File: src/rtl/dvs_ravens_pkg.sv
// Shared types and constants for the DVS-to-RAVENS spike path.
// Latency: n/a (types, constants and one pure helper function).
// Backpressure: n/a.
package dvs_ravens_pkg;

   // DVS sensor geometry and event format
   localparam int DVS_WIDTH_PXLS  = 128;
   localparam int DVS_HEIGHT_PXLS = 128;
   localparam int DVS_X_ADDR_BITS = 7;
   localparam int DVS_Y_ADDR_BITS = 7;
   localparam int DVS_TS_BITS     = 32;
   localparam int EVENT_BITS      = DVS_X_ADDR_BITS + DVS_Y_ADDR_BITS + 1 + DVS_TS_BITS;

   // RAVENS input-spike packet fields
   localparam int RAVENS_HDR_BITS    = 3;
   localparam int RAVENS_TIME_BITS   = 16;
   localparam int RAVENS_CORE_BITS   = 4;
   localparam int RAVENS_NEURON_BITS = 4;
   localparam int RAVENS_SYN_BITS    = 5;
   localparam int RAVENS_PKT_BITS    = RAVENS_HDR_BITS + RAVENS_TIME_BITS +
                                       RAVENS_CORE_BITS + RAVENS_NEURON_BITS +
                                       RAVENS_SYN_BITS;

   typedef struct packed {
      logic [RAVENS_HDR_BITS-1:0]    hdr;
      logic [RAVENS_TIME_BITS-1:0]   tstamp;
      logic [RAVENS_CORE_BITS-1:0]   core;
      logic [RAVENS_NEURON_BITS-1:0] neuron;
      logic [RAVENS_SYN_BITS-1:0]    syn;
   } ravens_pkt_t;

   typedef struct packed {
      logic [DVS_X_ADDR_BITS-1:0] x;
      logic [DVS_Y_ADDR_BITS-1:0] y;
      logic                       pol;
      logic [DVS_TS_BITS-1:0]     ts;
   } dvs_event_t;

   // Clamp a shifted relative timestamp into the 16-bit packet time field.
   function automatic logic [RAVENS_TIME_BITS-1:0] sat_time(input logic [DVS_TS_BITS-1:0] v);
      if (|v[DVS_TS_BITS-1:RAVENS_TIME_BITS])
         return {RAVENS_TIME_BITS{1'b1}};
      else
         return v[RAVENS_TIME_BITS-1:0];
   endfunction

endpackage

File: src/rtl/dvs_ravens_fifo.sv
// Synchronous first-word-fall-through FIFO; ports: push/din, pop/dout, full, empty, count.
// Latency: a pushed word is visible on dout the cycle after the push edge.
// Backpressure: push ignored when full, pop ignored when empty; push+pop together keep count.
module dvs_ravens_fifo #(
   parameter int WIDTH = 32,
   parameter int DEPTH = 8
) (
   input  logic                   clk,
   input  logic                   rst_n,
   input  logic                   push,
   input  logic [WIDTH-1:0]       din,
   input  logic                   pop,
   output logic [WIDTH-1:0]       dout,
   output logic                   full,
   output logic                   empty,
   output logic [$clog2(DEPTH):0] count
);
   localparam int AW = $clog2(DEPTH);
   localparam int CW = AW + 1;

   logic [WIDTH-1:0] mem [DEPTH];
   logic [AW-1:0]    wr_ptr;
   logic [AW-1:0]    rd_ptr;
   logic             do_push;
   logic             do_pop;

   assign full    = (count == CW'(DEPTH));
   assign empty   = (count == '0);
   assign do_push = push && !full;
   assign do_pop  = pop && !empty;
   assign dout    = mem[rd_ptr];

   // Storage carries no reset; validity is tracked entirely by count.
   always_ff @(posedge clk) begin
      if (do_push)
         mem[wr_ptr] <= din;
   end

   // Pointers wrap naturally because DEPTH is a power of two.
   always_ff @(posedge clk or negedge rst_n) begin
      if (!rst_n) begin
         wr_ptr <= '0;
         rd_ptr <= '0;
         count  <= '0;
      end else begin
         if (do_push)
            wr_ptr <= wr_ptr + AW'(1);
         if (do_pop)
            rd_ptr <= rd_ptr + AW'(1);
         if (do_push && !do_pop)
            count <= count + CW'(1);
         else if (do_pop && !do_push)
            count <= count - CW'(1);
      end
   end

endmodule

File: src/rtl/dvs_spike_packetizer.sv
// DVS event -> RAVENS spike packet: pool, polarity split, range check, relative time, FIFO out.
// Latency: event accepted at edge k appears on out_valid/out_spike after edge k+1 (empty FIFO).
// Backpressure: in_ready drops once FIFO entries plus the staged event reach FIFO_DEPTH.
module dvs_spike_packetizer
   import dvs_ravens_pkg::*;
#(
   parameter int POOL_SHIFT_X   = 0,
   parameter int POOL_SHIFT_Y   = 0,
   parameter int POLARITY_SPLIT = 0,
   parameter int NUM_NEURONS    = 256,
   parameter int TIME_SHIFT     = 0,
   parameter int FIFO_DEPTH     = 8
) (
   input  logic                       clk,
   input  logic                       rst_n,
   input  logic [EVENT_BITS-1:0]      in_event,
   input  logic                       in_valid,
   output logic                       in_ready,
   input  logic                       time_rebase,
   output logic [RAVENS_PKT_BITS-1:0] out_spike,
   output logic                       out_valid,
   input  logic                       out_ready,
   output logic [15:0]                drop_count
);
   localparam int CW    = $clog2(FIFO_DEPTH) + 1;
   // Wide enough for the largest split index of an unpooled sensor.
   localparam int IDX_W = DVS_X_ADDR_BITS + DVS_Y_ADDR_BITS + 2;
   localparam logic [IDX_W-1:0] POOLED_W = IDX_W'(DVS_WIDTH_PXLS >> POOL_SHIFT_X);
   localparam logic [IDX_W-1:0] NN_LIMIT = IDX_W'(NUM_NEURONS);

   dvs_event_t                 s1_evt;
   logic                       s1_vld;
   logic                       accept;
   logic                       base_valid;
   logic [DVS_TS_BITS-1:0]     time_base;
   logic [IDX_W-1:0]           px;
   logic [IDX_W-1:0]           py;
   logic [IDX_W-1:0]           pix;
   logic [IDX_W-1:0]           idx;
   logic                       drop;
   logic [DVS_TS_BITS-1:0]     delta;
   ravens_pkt_t                pkt;
   logic                       fifo_push;
   logic                       fifo_pop;
   logic                       fifo_full;
   logic                       fifo_empty;
   logic [CW-1:0]              fifo_count;
   logic [RAVENS_PKT_BITS-1:0] fifo_dout;
   logic [RAVENS_PKT_BITS-1:0] last_spike;

   // Counting the staged event guarantees stage 2 never meets a full FIFO.
   // A same-cycle pop is deliberately not credited.
   assign in_ready = (fifo_count + CW'(s1_vld)) < CW'(FIFO_DEPTH);
   assign accept   = in_valid && in_ready;

   // Stage 1: register the accepted event.
   always_ff @(posedge clk or negedge rst_n) begin
      if (!rst_n) begin
         s1_vld <= 1'b0;
         s1_evt <= '0;
      end else begin
         s1_vld <= accept;
         if (accept)
            s1_evt <= dvs_event_t'(in_event);
      end
   end

   // Stage 2: index, range check and relative time.
   always_comb begin
      px  = IDX_W'(s1_evt.x) >> POOL_SHIFT_X;
      py  = IDX_W'(s1_evt.y) >> POOL_SHIFT_Y;
      pix = px + py * POOLED_W;
      if (POLARITY_SPLIT != 0)
         idx = {pix[IDX_W-2:0], s1_evt.pol};
      else
         idx = pix;
      drop  = (idx >= NN_LIMIT);
      // Modulo subtraction handles timestamp wrap.
      delta = s1_evt.ts - time_base;
      pkt.hdr    = '0;
      pkt.tstamp = base_valid ? sat_time(delta >> TIME_SHIFT) : '0;
      pkt.core   = idx[7:4];
      pkt.neuron = idx[3:0];
      pkt.syn    = '0;
   end

   assign fifo_push = s1_vld && !drop && !fifo_full;
   assign fifo_pop  = out_valid && out_ready;

   // A rebase pulse invalidates the base after any event already in stage 2,
   // so an event accepted alongside the pulse reaches stage 2 with no base
   // and becomes the new base itself. Dropped events also seed the base.
   always_ff @(posedge clk or negedge rst_n) begin
      if (!rst_n) begin
         base_valid <= 1'b0;
         time_base  <= '0;
         drop_count <= '0;
      end else begin
         if (time_rebase) begin
            base_valid <= 1'b0;
            time_base  <= '0;
         end else if (s1_vld && !base_valid) begin
            base_valid <= 1'b1;
            time_base  <= s1_evt.ts;
         end
         if (s1_vld && drop && (drop_count != 16'hFFFF))
            drop_count <= drop_count + 16'd1;
      end
   end

   dvs_ravens_fifo #(
      .WIDTH (RAVENS_PKT_BITS),
      .DEPTH (FIFO_DEPTH)
   ) u_fifo (
      .clk   (clk),
      .rst_n (rst_n),
      .push  (fifo_push),
      .din   (pkt),
      .pop   (fifo_pop),
      .dout  (fifo_dout),
      .full  (fifo_full),
      .empty (fifo_empty),
      .count (fifo_count)
   );

   // Keep the last delivered packet on out_spike while the FIFO is empty.
   always_ff @(posedge clk or negedge rst_n) begin
      if (!rst_n)
         last_spike <= '0;
      else if (fifo_pop)
         last_spike <= fifo_dout;
   end

   assign out_valid = !fifo_empty;
   assign out_spike = fifo_empty ? last_spike : fifo_dout;

endmodule

File: config.mk
export PLATFORM = sky130hd
export DESIGN_NAME = dvs_spike_packetizer
export DESIGN_NICKNAME = d
export VERILOG_FILES = /design/src/rtl/dvs_ravens_pkg.sv /design/src/rtl/dvs_ravens_fifo.sv /design/src/rtl/dvs_spike_packetizer.sv
export SDC_FILE = /design/constraint.sdc
export NUM_CORES = 1
export LEC_CHECK = 0
export CAP_MARGIN = 10
export CELL_PAD_IN_SITES_DETAIL_PLACEMENT = 2
export CELL_PAD_IN_SITES_GLOBAL_PLACEMENT = 2
export CORE_AREA = 10 10 232 234
export CTS_BUF_LIST = sky130_fd_sc_hd__clkbuf_4
export DETAILED_ROUTE_END_ITERATION = 10
export DIE_AREA = 0 0 242 244
export GPL_ROUTABILITY_DRIVEN = 1
export PLACE_DENSITY = 0.61
export SLEW_MARGIN = 20
export SYNTH_ARGS = -nofsm -noshare
export SYNTH_HDL_FRONTEND = slang
export SYNTH_SLANG_ARGS = --single-unit
File: constraint.sdc
create_clock -name clk -period 10.05 [get_ports clk]
set_input_delay 3.015 -clock clk [delete_from_list [all_inputs] [get_ports clk]]
set_output_delay 3.015 -clock clk [all_outputs]
set_load 0.005 [all_outputs]
# After elaboration in Yosys (flattened, before gate mapping)

Memory sizes are Yosys's and may differ from the RTL's.
Index checks and enable logic that the tools add are counted.

Memories kept: 1
Output and inout bits: 50
RAM bits: 192
Register bits: 138

Order comparisons: 2
Add/subtract/negate cells: 8
Eq/ne operators: 2
Reduce and logical (&&, ||, !) cells: 21
Mux-type cells: 11

Memories:

| name       | words | bits a word | rd ports | clocked after memory_dff | wr ports | RTL line              | text |
|---|---|---|---|---|---|---|---|
| u_fifo.mem | 8     | 24          | 1        | 0                        | 1        | dvs_ravens_fifo.sv:21 | `logic [WIDTH-1:0] mem [DEPTH];` |

Operator list:

| kind                  | count |
|---|---|
| $mux 32               | 3 |
| $mux 16               | 2 |
| $sub 32x32->32        | 1 |
| $add 16x1->16 const B | 1 |
| $ne 16x16->1 const B  | 1 |
| $reduce_or 16->1      | 1 |
| $add 7x14->15         | 1 |
| $ge 15x9->1 const B   | 1 |
| $logic_and 1x1->1     | 11 |
| $mux 4                | 2 |
| $add 3x1->3 const B   | 2 |
| $logic_not 1->1       | 6 |
| $add 4x1->4           | 1 |
| $add 4x1->4 const B   | 1 |
| $eq 4x4->1 const B    | 1 |
| $logic_not 4->1       | 1 |
| $lt 4x4->1 const B    | 1 |
| $mux 1                | 4 |
| $reduce_bool 2->1     | 2 |
| $sub 4x1->4 const B   | 1 |

# Longest topological paths before layout

Gate-level depths: netlist of run 1.

Depth in word-level cells: 10
Depth in mapped cells: 13
Depth with buffers taken out: 12

# Cells and area by module

From an unflattened synthesis of run 1, not the netlist that was laid out.

Cells, all modules: 1211
Area, all modules: 17685.7 um^2

Modules (own cells, without submodules):

| module               | area an instance (um^2) | times used | cells an instance | seq. area each (um^2) |
|---|---|---|---|---|
| dvs_ravens_fifo      | 10282.4                 | 1          | 434               | 7937.6 |
| dvs_spike_packetizer | 7403.4                  | 1          | 777               | 3203.1 |

# Worst setup path before layout of run 1

No wires, ideal clock.

Kind: flip-flop to output port
From: register u_fifo.rd_ptr[0]
To: output port out_spike[10]
Setup slack: 4899 ps
Path buffers: 3
Data required time: 7035 ps
Cell stages (with the launch flop): 7
Arrival: 2136 ps
Cells stage by stage: dfrtp_1 clkbuf_1 clkbuf_1 buf_2 mux4_2 mux2i_1 a21oi_1

Cells in the longest elaborated chain, start to end: 2

Ends and longest elaborated chain:

| item                     | RTL line                    | text |
|---|---|---|
| start: declaration       | dvs_ravens_fifo.sv:23       | `logic [AW-1:0] rd_ptr;` |
| start signal: assignment | dvs_ravens_fifo.sv:49       | `rd_ptr <= rd_ptr + AW'(1);` |
| $mem_v2 8x24             | -                           |  |
| $mux 32                  | dvs_spike_packetizer.sv:135 | `assign out_spike = fifo_empty ? last_spike : fifo_dout;` |
| end: declaration         | dvs_spike_packetizer.sv:20  | `output logic [RAVENS_PKT_BITS-1:0] out_spike,` |

Every way passes these cells.

# Worst setup path in the final report of run 1

From: register u_fifo.rd_ptr[0]
To: output port out_spike[13]

The elaborated chain is that of the path after synthesis.

==> run_results.csv, run 1 <==
group,metric,value,unit
status,status,"finished clean",
floorplan,initial_core_utilization,29.57,%
synth,synth.largest_area_cell,"sky130_fd_sc_hd__edfxtp_1",
power,leakagePower,6.801,nW
floorplan,die_area,59050,um^2
synth,yosys-top-cells-count,"203 x sky130_fd_sc_hd__nand2_1, 192 x sky130_fd_sc_hd__edfxtp_1, 130 x sky130_fd_sc_hd__dfrtp_1",
worst_setup_path,worst_path_max_stage_delay,590,ps
synth,synth.ff_latch_count,322,
synth,synth_warnings,0,
clock_network,numCtsBuffers,92,
floorplan,floorplan.io_pins,102,
power,fin_total_pwr,0.005510,W
detailed_routing,firstDrtPassIters,5,
flow_run,cap_violations,0,
synth,yosys.cell_count.top_type,"sky130_fd_sc_hd__nand2_1",
sta,final_min_period_over_clock_period,63.61,%
min_path,holdPathStages,2,
power,powerDensity,314.7,nW/um^2
global_route,grt_pass1_vias,11051,
sta,clock_skew,58.30,ps
sta,worst_slew_margin_rel,32.49,%
sta,hold_slack,480.3,ps
floorplan,die_width,242,um
clock_network,cts_max_path_buffers,3,
finish,layout.nets,1379,
clock_network,clock_tree.htree_level_count,3,
sta,setup-violations-final,0,
floorplan,core_area,49450,um^2
placement,dpl_cell_area,16280,um^2
detailed_routing,drt_wl_total,39.88,mm
clock_network,clock_insertion_delay_worst_skew,820,ps
clock_network,clk_transition_reported_paths,60,ps
floorplan,placementRows,82,
sta,clock.fmax,0.1564,GHz
worst_setup_path,crit_buf_inv,2,
clock_network,tritoncts_clock_tree,"built",
sta,post-route-min-period,6393,ps
min_path,hold_path.class,"reg2reg",
detailed_routing,via_count,9667,
finish,final_design_area_no_fill,17510,um^2
finish,syn_to_final_growth,19.75,%
clock_network,cts_resized,0,
detailed_routing,vias_per_cell,4.748,
detailed_routing,routed_antenna_nets,0,
synth,syn_area,14620,um^2
finish,utilization,35.41,%
synth,share_of_synthesized_registers_carrying_an_async_set_or_reset,40.37,%
detailed_routing,wl_per_cell,19.59,um
clock_network,cts.sink_count,322,
worst_setup_path,timing.setup.critical_path_class,"reg2out",
min_path,min-delay-start,"py[2]",
clock_network,holdBufCountCts,0,
global_route,initial_antenna_violation_count,2,
floorplan,chipHeight,244,um
worst_setup_path,worst-endpoint-required,7040,ps
placement,global_placement_routability_congestion,0.7531,
worst_setup_path,critical_path_arrival,3380,ps
synth,area_share_of_the_leading_cell_type_in_the_synthesized_netlist,39.43,%
power,ir_worst_vdd,0.1330,mV
worst_setup_path,regToRegEndpoint,"u_fifo.mem[0][14]",
clock_network,cts.repair_timing.setup_buffer_count,0,
worst_setup_path,crit_fanout,50,
synth,ys_top_cells_by_area,"sky130_fd_sc_hd__edfxtp_1 39%, sky130_fd_sc_hd__dfrtp_1 22%, sky130_fd_sc_hd__mux4_2 7.4%, sky130_fd_sc_hd__nand2_1 5.2%, sky130_fd_sc_hd__ha_1 3.2%",
worst_setup_path,timing.reg2reg.worst_path_depth,12,
worst_setup_path,cp_slowest_cell,"sky130_fd_sc_hd__buf_6",
sta,grt_setup_unrepaired,"no",
worst_setup_path,path_cells,"buf_6 > mux4_2 > mux2i_1 > a21oi_1 > clkdlybuf4s50_1",
finish,drive_gt1_share,18.21,%
min_path,hold_path_end,"py[2]",
worst_setup_path,regToRegSetupSlack,5460,ps
worst_setup_path,startpoint_class,"flip-flop",
worst_setup_path,critical_path.top_delay_family,"buffers and inverters",
global_route,grt_remaining_overflow,0,
worst_setup_path,critical_path.reg2reg.startpoint,"s1_evt[0]",
synth,yosysSeqAreaShare,61.68,%
synth,synthDistinctLibCells,62,
sta,worst-slew-pin-transition,1010,ps
synth,dominantRegCellSynth,"sky130_fd_sc_hd__edfxtp_1",
worst_setup_path,critical_path.endpoint_type,"primary output",
synth,avgSynthCellArea,12.75,um^2
sta,number_of_pins_with_negative_max_slew_slack_in_the_final_report,0,
detailed_routing,dr.first_iter.drc_count,413,
placement,buffer_ports.inserted,92,
sta,setup_total_negative_slack,0,ps
global_route,grt_usage,13.70,%
global_route,grt_start_max_net_pins,78,
detailed_routing,drt_drc_violations_left,0,
global_route,grt_first_pass_wirelength,64.25,mm
clock_network,clockRootBuffer,"sky130_fd_sc_hd__clkbuf_4",
synth,post_synth_inst_count,1147,
synth,synth_enable_flop_cells,192,
sta,finalHoldViolCount,0,
placement,hpwl,25.18,mm
==> power breakdown <==
| group | switching, W | leakage, nW | internal (W) | total, W |
|---|---|---|---|---|
| Sequential | 0.000188 | 3.41 | 0.00168 | 0.00187 |
| Clock | 0.000593 | 0.727 | 0.000677 | 0.00127 |
| Combinational | 0.00135 | 2.67 | 0.00101 | 0.00237 |
| Total | 0.00213 | 6.80 | 0.00338 | 0.00551 |
==> routing by layer <==
metal	track usage, %	up-vias	wire (um)
met1	16.54	4898	17620
met4	4.735	0	952
met2	23.66	172	19800
li1	-	4519	-
met5	0	-	0
met3	3.183	78	1512
==> worst reg2reg max path, stage by stage (launching register included) <==
cell	delay, ps
sky130_fd_sc_hd__dfrtp_1	350
sky130_fd_sc_hd__inv_1	60
sky130_fd_sc_hd__ha_1	220
sky130_fd_sc_hd__fa_1	400
sky130_fd_sc_hd__nand2b_1	200
sky130_fd_sc_hd__a21oi_2	250
sky130_fd_sc_hd__nor3b_2	100
sky130_fd_sc_hd__o31a_1	370
sky130_fd_sc_hd__o21ai_2	220
sky130_fd_sc_hd__mux2_4	310
sky130_fd_sc_hd__or4_4	540
sky130_fd_sc_hd__nor4_4	740
sky130_fd_sc_hd__a21oi_1	470
==> stage by stage <==
stage	instances	setup WS (ps)
after floorplan	1154	4899
after global placement	1866	4247
after detailed placement	1866	4161
after CTS	2034	3228
after global routing	2036	3367
final	2036	3657
==> cells in the final DEF (no fill, tap or decap), types with 18 or more instances in the layout <==
| cell type | Yosys | final |
|---|---|---|
| sky130_fd_sc_hd__nor3_1 | 23 | 21 |
| sky130_fd_sc_hd__inv_1 | 44 | 43 |
| sky130_fd_sc_hd__a22o_1 | 32 | 32 |
| sky130_fd_sc_hd__o21ai_0 | 44 | 44 |
| sky130_fd_sc_hd__clkdlybuf4s50_1 | 0 | 91 |
| sky130_fd_sc_hd__nor2_1 | 62 | 56 |
| sky130_fd_sc_hd__xor2_1 | 18 | 18 |
| sky130_fd_sc_hd__mux4_2 | 48 | 48 |
| sky130_fd_sc_hd__a21oi_1 | 76 | 75 |
| sky130_fd_sc_hd__clkbuf_4 | 0 | 144 |
| sky130_fd_sc_hd__nand2_1 | 203 | 202 |
| sky130_fd_sc_hd__dfrtp_1 | 130 | 128 |
| sky130_fd_sc_hd__mux2i_1 | 25 | 25 |
| sky130_fd_sc_hd__edfxtp_1 | 192 | 192 |
| sky130_fd_sc_hd__ha_1 | 37 | 37 |
| sky130_fd_sc_hd__xnor2_1 | 27 | 27 |
==> worst max-delay path by stage <==
stage / endpoint / start / depth (start not counted)
final: out_spike[13] / u_fifo.rd_ptr[0] / 5
after floorplan: out_spike[10] / u_fifo.rd_ptr[0] / 6
after global routing: out_spike[28] / u_fifo.rd_ptr[0] / 5
after CTS: out_spike[26] / u_fifo.rd_ptr[0] / 5
after detailed placement: out_spike[26] / u_fifo.rd_ptr[0] / 5
after global placement: out_spike[26] / u_fifo.rd_ptr[0] / 5
==> area by class of cell <==
cell class	instances	area, um^2
repair buffers	103	1008
multi-input cells	724	5249
fillers	5260	31940
flip-flops and latches	322	9021
inverters	45	168.9
clock buffers	144	1081
clock inverters	24	136.4
well taps	672	840.8
diodes	2	5.005
==> logic make-up after synthesis <==
| family | synth area share [%] |
|---|---|
| buffers and inverters | 3.115 |
| DFF | 61.68 |
| adders and majority gates | 3.440 |
| muxes | 9.669 |
| and+or+nand+nor | 10.05 |
| other | 0.02564 |
| xor gates and xnor gates | 2.695 |
| AOI/OAI and AO/OA | 9.335 |
==> flip-flops by register name, indices dropped and copies added (netlist names) <==
name and cells:
base_valid 1, s1_evt 32, u_fifo.mem 192, drop_count 16
time_base 32, last_spike 24, u_fifo.wr_ptr 3, u_fifo.rd_ptr 3
u_fifo.count 4, s1_vld 1, py 7, px 7
No activity file was read; power rests on OpenSTA's default activity.
==> run 2, diff against run 1 <==
--- a/config.mk
+++ b/config.mk
@@ -13,7 +13,7 @@
 export DETAILED_ROUTE_END_ITERATION = 10
 export DIE_AREA = 0 0 242 244
 export GPL_ROUTABILITY_DRIVEN = 1
-export PLACE_DENSITY = 0.61
+export PLACE_DENSITY = 0.63
 export SLEW_MARGIN = 20
 export SYNTH_ARGS = -nofsm -noshare
 export SYNTH_HDL_FRONTEND = slang
==> constraint.sdc (replaced) <==
create_clock -name clk -period 5.77 [get_ports clk]
set_input_delay 1.731 -clock clk [delete_from_list [all_inputs] [get_ports clk]]
set_output_delay 1.731 -clock clk [all_outputs]
set_load 0.005 [all_outputs]
==> run 2 against run 1 <==
First-iteration DRC count increased by 13%. Die area unchanged. Power increased by 73%. Cell count decreased by 0.20%. Global-route usage decreased by 0.37 points. Critical path depth unchanged. Setup slack got worse by 2900 ps. Clock skew decreased by 10 ps. Cell area increased by 0.10%. Largest cell class unchanged.
==> run_results.csv, run 2 (same netlist as run 1, synthesis figures left out) <==
group,metric,value,unit
sta,hold_slack,483.4,ps
clock_network,clk_transition_reported_paths,60,ps
detailed_routing,vias_per_cell,4.734,
power,powerDensity,544.5,nW/um^2
sta,grt_setup_unrepaired,"no",
sta,clock.fmax,0.2007,GHz
worst_setup_path,crit_fanout,23,
clock_network,cts.repair_timing.setup_buffer_count,0,
placement,buffer_ports.inserted,92,
placement,hpwl,25.62,mm
finish,reg.largest.list,"u_fifo.mem: 192 flops, s1_evt: 32 flops, time_base: 32 flops",
finish,layout.nets,1379,
power,leakagePower,6.808,nW
sta,setup-violations-final,0,
finish,drive_gt1_share,18.25,%
floorplan,placementRows,82,
global_route,grt_start_max_net_pins,76,
finish,syn_to_final_growth,19.87,%
min_path,hold_path.class,"reg2reg",
worst_setup_path,critical_path.endpoint_type,"primary output",
floorplan,floorplan.io_pins,102,
finish,regMostFlops,"u_fifo.mem",
finish,largest_reg_flops,192,
clock_network,clockRootBuffer,"sky130_fd_sc_hd__clkbuf_4",
floorplan,initial_core_utilization,29.57,%
finish,utilization,35.44,%
finish,final_cell_mix,"202 x sky130_fd_sc_hd__nand2_1, 192 x sky130_fd_sc_hd__edfxtp_1, 144 x sky130_fd_sc_hd__clkbuf_4, 128 x sky130_fd_sc_hd__dfrtp_1, 91 x sky130_fd_sc_hd__clkdlybuf4s50_1",
power,ir_worst_vdd,0.2076,mV
floorplan,chipHeight,244,um
sta,number_of_pins_with_negative_max_slew_slack_in_the_final_report,0,
global_route,grt_remaining_overflow,0,
clock_network,tritoncts_clock_tree,"built",
worst_setup_path,timing.setup.critical_path_class,"reg2out",
finish,final_cells,2032,
clock_network,cts_max_path_buffers,3,
clock_network,numCtsBuffers,90,
floorplan,die_area,59050,um^2
global_route,grt_usage,13.33,%
flow_run,cap_violations,0,
clock_network,clock_tree.htree_level_count,3,
clock_network,cts_resized,0,
clock_network,holdBufCountCts,0,
detailed_routing,dr.first_iter.drc_count,466,
worst_setup_path,startpoint_class,"flip-flop",
placement,dpl.cell_count,1868,
detailed_routing,routed_antenna_nets,0,
sta,worst_slew_margin_rel,30.60,%
status,status,"finished clean",
sta,post-route-min-period,4982,ps
detailed_routing,firstDrtPassIters,4,
finish,most_frequent_standard_cell_in_the_layout_excluding_fill_and_tap_cells,"sky130_fd_sc_hd__nand2_1",
floorplan,core_area,49450,um^2
global_route,initial_antenna_violation_count,1,
clock_network,clock_insertion_delay_worst_skew,790,ps
global_route,grt_pass1_vias,11004,
worst_setup_path,worst-endpoint-required,4040,ps
detailed_routing,wl_per_cell,19.10,um
sta,clock_skew,47.86,ps
floorplan,die_width,242,um
sta,setup_total_negative_slack,0,ps
detailed_routing,drt_drc_violations_left,0,
placement,global_placement_routability_congestion,0.7294,
worst_setup_path,critical_path_arrival,3250,ps
detailed_routing,drt_wl_total,38.82,mm
sta,final_min_period_over_clock_period,86.35,%
sta,worst-slew-pin-transition,1039,ps
sta,finalHoldViolCount,0,
clock_network,cts.sink_count,322,
global_route,grt_first_pass_wirelength,62.72,mm
detailed_routing,via_count,9620,
==> run 2: layer usage <==
layer  GRT usage, %  share of wire (%)
met3          3.107                3.6
met4          4.531                2.1
met5              0                  0
met1          16.55                 45
met2          22.52                 49
==> run 2: critical path: stages, from the launching register on <==
cell and delay [ps]:
sky130_fd_sc_hd__dfrtp_2 750, sky130_fd_sc_hd__buf_4 360, sky130_fd_sc_hd__mux4_2 330, sky130_fd_sc_hd__mux2i_1 400, sky130_fd_sc_hd__a21oi_1 130, sky130_fd_sc_hd__clkdlybuf4s50_1 490
==> run 2: area by class of cell <==
type                            instances  area [um^2]
Clock buffer                          144         1081
Timing Repair Buffer                  105         1045
Tap cell                              672        840.8
Clock inverter                         19        112.6
Fill cell                            5238        31920
Multi-Input combinational cell        724         5256
Inverter                               45        168.9
Antenna cell                            1        2.502
Sequential cell                       322         9021
==> run 2: final timing paths <==
path                             startpoint                end  slack, ps  cells past startpoint
setup / recovery           u_fifo.rd_ptr[1]      out_spike[28]        790                      5
hold / removal                        py[5]              py[5]        480                      2
setup reg to reg                  s1_evt[0]  u_fifo.mem[4][18]       1140                     12
hold reg to reg                       py[5]              py[5]        480                      2
max in group asynchronous             rst_n         s1_evt[29]       3970                      2
min in group asynchronous             rst_n     last_spike[25]        940                      1
==> run 2: report_power, final <==
group	leakage [nW]	switching, W	internal (W)
Clock	0.714	0.000986	0.00117
Combinational	2.69	0.00231	0.00178
Sequential	3.41	0.000362	0.00293
Total	6.81	0.00365	0.00589
==> run 2: per-stage QoR <==
| stage | setup slack [ps] | instance area [um^2] | total power, W |
|---|---|---|---|
| 2_1_floorplan | 1903 | 14650 | 0.006040 |
| 3_3_place_gp | 1259 | 16330 | 0.007404 |
| 3_5_place_dp | 1089 | 16330 | 0.007539 |
| 4_1_cts | 616.7 | 17520 | 0.009776 |
| 5_1_grt | 573.3 | 17530 | 0.01038 |
| 6_report | 787.9 | 17530 | 0.009543 |
==> variant 1, RTL diff (flow settings as in run 1) <==
`NUM_NEURONS`: 256 -> 192.
--- a/src/rtl/dvs_spike_packetizer.sv
+++ b/src/rtl/dvs_spike_packetizer.sv
@@ -7,7 +7,7 @@
    parameter int POOL_SHIFT_X   = 0,
    parameter int POOL_SHIFT_Y   = 0,
    parameter int POLARITY_SPLIT = 0,
-   parameter int NUM_NEURONS    = 256,
+   parameter int NUM_NEURONS    = 192,
    parameter int TIME_SHIFT     = 0,
    parameter int FIFO_DEPTH     = 8
 ) (
Formal check against the unedited RTL: not equivalent (Yosys sat finds a counterexample within 4 cycles, from zero or initial values and one cycle with rst_n low).
==> variant 1 against run 1 <==
- area after synthesis unchanged
- power decreased by 2.2%
- routed wire length decreased by 4.1%
- cell area decreased by 0.42%
- sequential cell count unchanged
- worst setup slack got worse by 0.43 ns
- critical endpoint is now out_spike[16]
- largest cell class unchanged
==> variant 1: results <==
set metrics [dict create \
    num_vias 9549 \
    wl_met3_um 1443 \
    vias_per_cell 4.725 \
    cts_buffers 90 \
    fin_hold_ws_ns 0.4826 \
    wl_met2_um 18280 \
    cp_max_fo 33 \
    yosysUniqueCellTypes 60 \
    drive_above_1_share_pct 17.83 \
    clock_latency_ns 0.81 \
    clock-skew-final_ns 0.06918 \
    grt_usage_pct 13.15 \
    gr-usage-met3_pct 3.172 \
    cp_data_arrival_time_ns 3.81 \
    top_regs "u_fifo.mem (192), s1_evt (32), time_base (32)" \
    drt-met1-wl_um 17860 \
    hpwl_um 24650 \
    rrSetupSlack_ns 5.76 \
    drtPass1Iterations 4 \
    r2r_start "s1_evt[0]" \
    globalplace.congestion 0.7724 \
    synth_common_cells "nand2_1 (208), edfxtp_1 (192), dfrtp_1 (130)" \
    grt_pass1_vias 10868 \
    avgSynthCellArea_sq_um 12.94 \
    synth_area_leaders "edfxtp_1 (39%), dfrtp_1 (22%), mux4_2 (7.4%)" \
    place_inst 1853 \
    grt_max_degree 74 \
    antenna_found_initial 3 \
    min_to "last_spike[24]" \
    fin_nets 1364 \
    grt_util_met1_pct 16.89 \
    hold_start "last_spike[24]" \
    ir_drop_mv 0.09016 \
    crit_path_top_delay_cell "dfrtp_2" \
    status "finished clean" \
    timing.rr.end "u_fifo.mem[1][17]" \
]
## variant 1: cell types whose count changed after synthesis, sizes merged, moves of 5 or more
| cell | run 1 | this run |
|---|---|---|
| a21oi | 79 | 54 |
| buf | 22 | 17 |
| nand3 | 10 | 15 |
| nor3 | 23 | 10 |
| o21a | 7 | 21 |
| xor2 | 18 | 13 |
| nor2 | 62 | 55 |
## variant 1: worst min-delay path: cells and delay by family, from the launching register on
kind	cells	cell delay [ns]
DFF	1	0.34
and+or+nand+nor	1	0.05
AOI/OAI and AO/OA	1	0.06
## variant 1: area by class of cell
class                      count  area, sq um
tap                          672        840.8
timing repair buffer         103         1005
fill                        5238        32020
clock buffer                 143         1074
sequential                   322         9021
antenna                        3        7.507
inverter                      42        157.7
clock inverter                22        98.84
multi-input combinational    714         5233
## variant 1: where the power goes
group | internal (mW) | switching [mW] | total (mW)
sequential | 1.68 | 0.216 | 1.90
combinational | 1.01 | 1.27 | 2.28
clock | 0.645 | 0.566 | 1.21
total | 3.34 | 2.05 | 5.39
## variant 1: through the flow
stage / setup WS (ns) / utilization (%) / area, sq um / power, mW
finish: 3.226 / 35.26 / 17440 / 5.390
global route: 2.876 / 35.26 / 17440 / 5.869
CTS: 3.059 / 35.24 / 17430 / 5.517
detailed placement: 3.991 / 32.87 / 16260 / 4.259
global placement: 3.999 / 32.87 / 16260 / 4.200
floorplan: 4.673 / - / 14650 / 3.445
## variant 1: cell families (layout without fill, tap and decap cells)
group                      count (synthesis)  in the layout  synth area share [%]
and+or+nand+nor                          336            336                 9.900
DFF                                      322            322                 61.68
AOI/OAI and AO/OA                        205            205                 9.352
buffers and inverters                    101            310                 3.192
muxes                                     82             82                 9.780
xor gates and xnor gates                  44             44                 2.635
adders and majority gates                 39             39                 3.440
other                                      1             11               0.02564
==> variant 2, RTL diff (settings of run 1) <==
Made on the original files. Put one more register stage on the output `drop_count`, with the module's reset. The value now appears one clock later. The other outputs are not delayed to match.
--- a/src/rtl/dvs_spike_packetizer.sv
+++ b/src/rtl/dvs_spike_packetizer.sv
@@ -27,6 +27,8 @@
    localparam int IDX_W = DVS_X_ADDR_BITS + DVS_Y_ADDR_BITS + 2;
    localparam logic [IDX_W-1:0] POOLED_W = IDX_W'(DVS_WIDTH_PXLS >> POOL_SHIFT_X);
    localparam logic [IDX_W-1:0] NN_LIMIT = IDX_W'(NUM_NEURONS);
+
+   logic [15:0] drop_count_s0;
 
    dvs_event_t                 s1_evt;
    logic                       s1_vld;
@@ -94,7 +96,7 @@
       if (!rst_n) begin
          base_valid <= 1'b0;
          time_base  <= '0;
-         drop_count <= '0;
+         drop_count_s0 <= '0;
       end else begin
          if (time_rebase) begin
             base_valid <= 1'b0;
@@ -103,8 +105,8 @@
             base_valid <= 1'b1;
             time_base  <= s1_evt.ts;
          end
-         if (s1_vld && drop && (drop_count != 16'hFFFF))
-            drop_count <= drop_count + 16'd1;
+         if (s1_vld && drop && (drop_count_s0 != 16'hFFFF))
+            drop_count_s0 <= drop_count_s0 + 16'd1;
       end
    end
 
@@ -134,5 +136,13 @@
    assign out_valid = !fifo_empty;
    assign out_spike = fifo_empty ? last_spike : fifo_dout;
 
+   always_ff @(posedge clk or negedge rst_n) begin
+      if (!rst_n) begin
+         drop_count <= '0;
+      end else begin
+         drop_count <= drop_count_s0;
+      end
+   end
+
 endmodule
 
Check against the original RTL: not equivalent (Yosys sat finds a counterexample within 4 cycles, from zero or initial values and one cycle with rst_n low).
==> variant 2 against run 1 <==
- cell area increased by 4.5%
- sequential cell count is 16 higher
- worst setup slack lost 0.33 ns
- area after synthesis up 5.6%
- routed wire length increased by 2.0%
- die area did not move
- maximum frequency shrank 4.9%
- core utilization up 1.6 points
- power is 6.4% higher
- highest routed layer unchanged
==> variant 2: results <==
set metrics [dict create \
    cp_slowest_stage_delay_ns 0.84 \
    synth-seq-area-share_pct 60.97 \
    r2r_cells 11 \
    post-place-ws_ns 4.009 \
    hold_start "drop_count_s0[13]" \
    first_iter_violations 430 \
    nClkBuffers 141 \
    timing.rr.end "u_fifo.mem[7][14]" \
    synth_area_leaders "edfxtp_1 (37%), dfrtp_1 (24%), mux4_2 (7.0%)" \
    seq_area_sq_um 9425 \
    synth_common_cells "nand2_1 (198), edfxtp_1 (192), dfrtp_1 (146)" \
    layout.nonclk_buf_share_pct 5.517 \
    signal_buffers 102 \
    drt-met1-wl_um 18750 \
    synth_cells 1199 \
    min_to "drop_count[13]" \
    fillers 5219 \
    clock-skew-final_ns 0.05095 \
    globalplace.congestion 0.8031 \
    area_growth_pct 18.47 \
    status "finished clean" \
    cp_max_fo 31 \
    endpoint "out_spike[21]" \
    yosysUniqueCellTypes 80 \
    worst-slew-pin-transition_ns 1.033 \
    cp_data_arrival_time_ns 3.71 \
    drive_above_1_share_pct 18.10 \
    num_vias 10189 \
]
-- variant 2: cell families after synthesis --
family,Yosys count,synth area share [%]
xor+xnor,40,2.268
simple gates,342,9.832
flops,338,60.97
mux,80,9.112
buf+inv,117,3.240
fa+ha+maj,39,3.256
other cells,1,0.02427
compound gates,242,11.30
-- variant 2: power by group through the flow --
stage                     Sequential (mW)  Combinational [mW]  Clock (mW)
after floorplan                      1.91                1.85           0
after global placement               2.04                2.57           0
after detailed placement             2.05                2.62           0
after CTS                            2.03                2.63        1.33
after global routing                 2.07                2.90        1.40
final                                2.02                2.59        1.26
-- variant 2: worst max-delay path: cells and delay by family (launching register included) --
family	cells	cell delay, ns
AOI/OAI and AO/OA	1	0.13
buffers and inverters	2	0.95
DFF	1	0.84
muxes	2	0.95
-- variant 2: routing by layer --
layer / vias to the layer above / track usage, %
li1: 4769 / -
met1: 5184 / 17.85
met2: 168 / 22.60
met3: 68 / 3.052
met4: 0 / 5.104
met5: - / 0
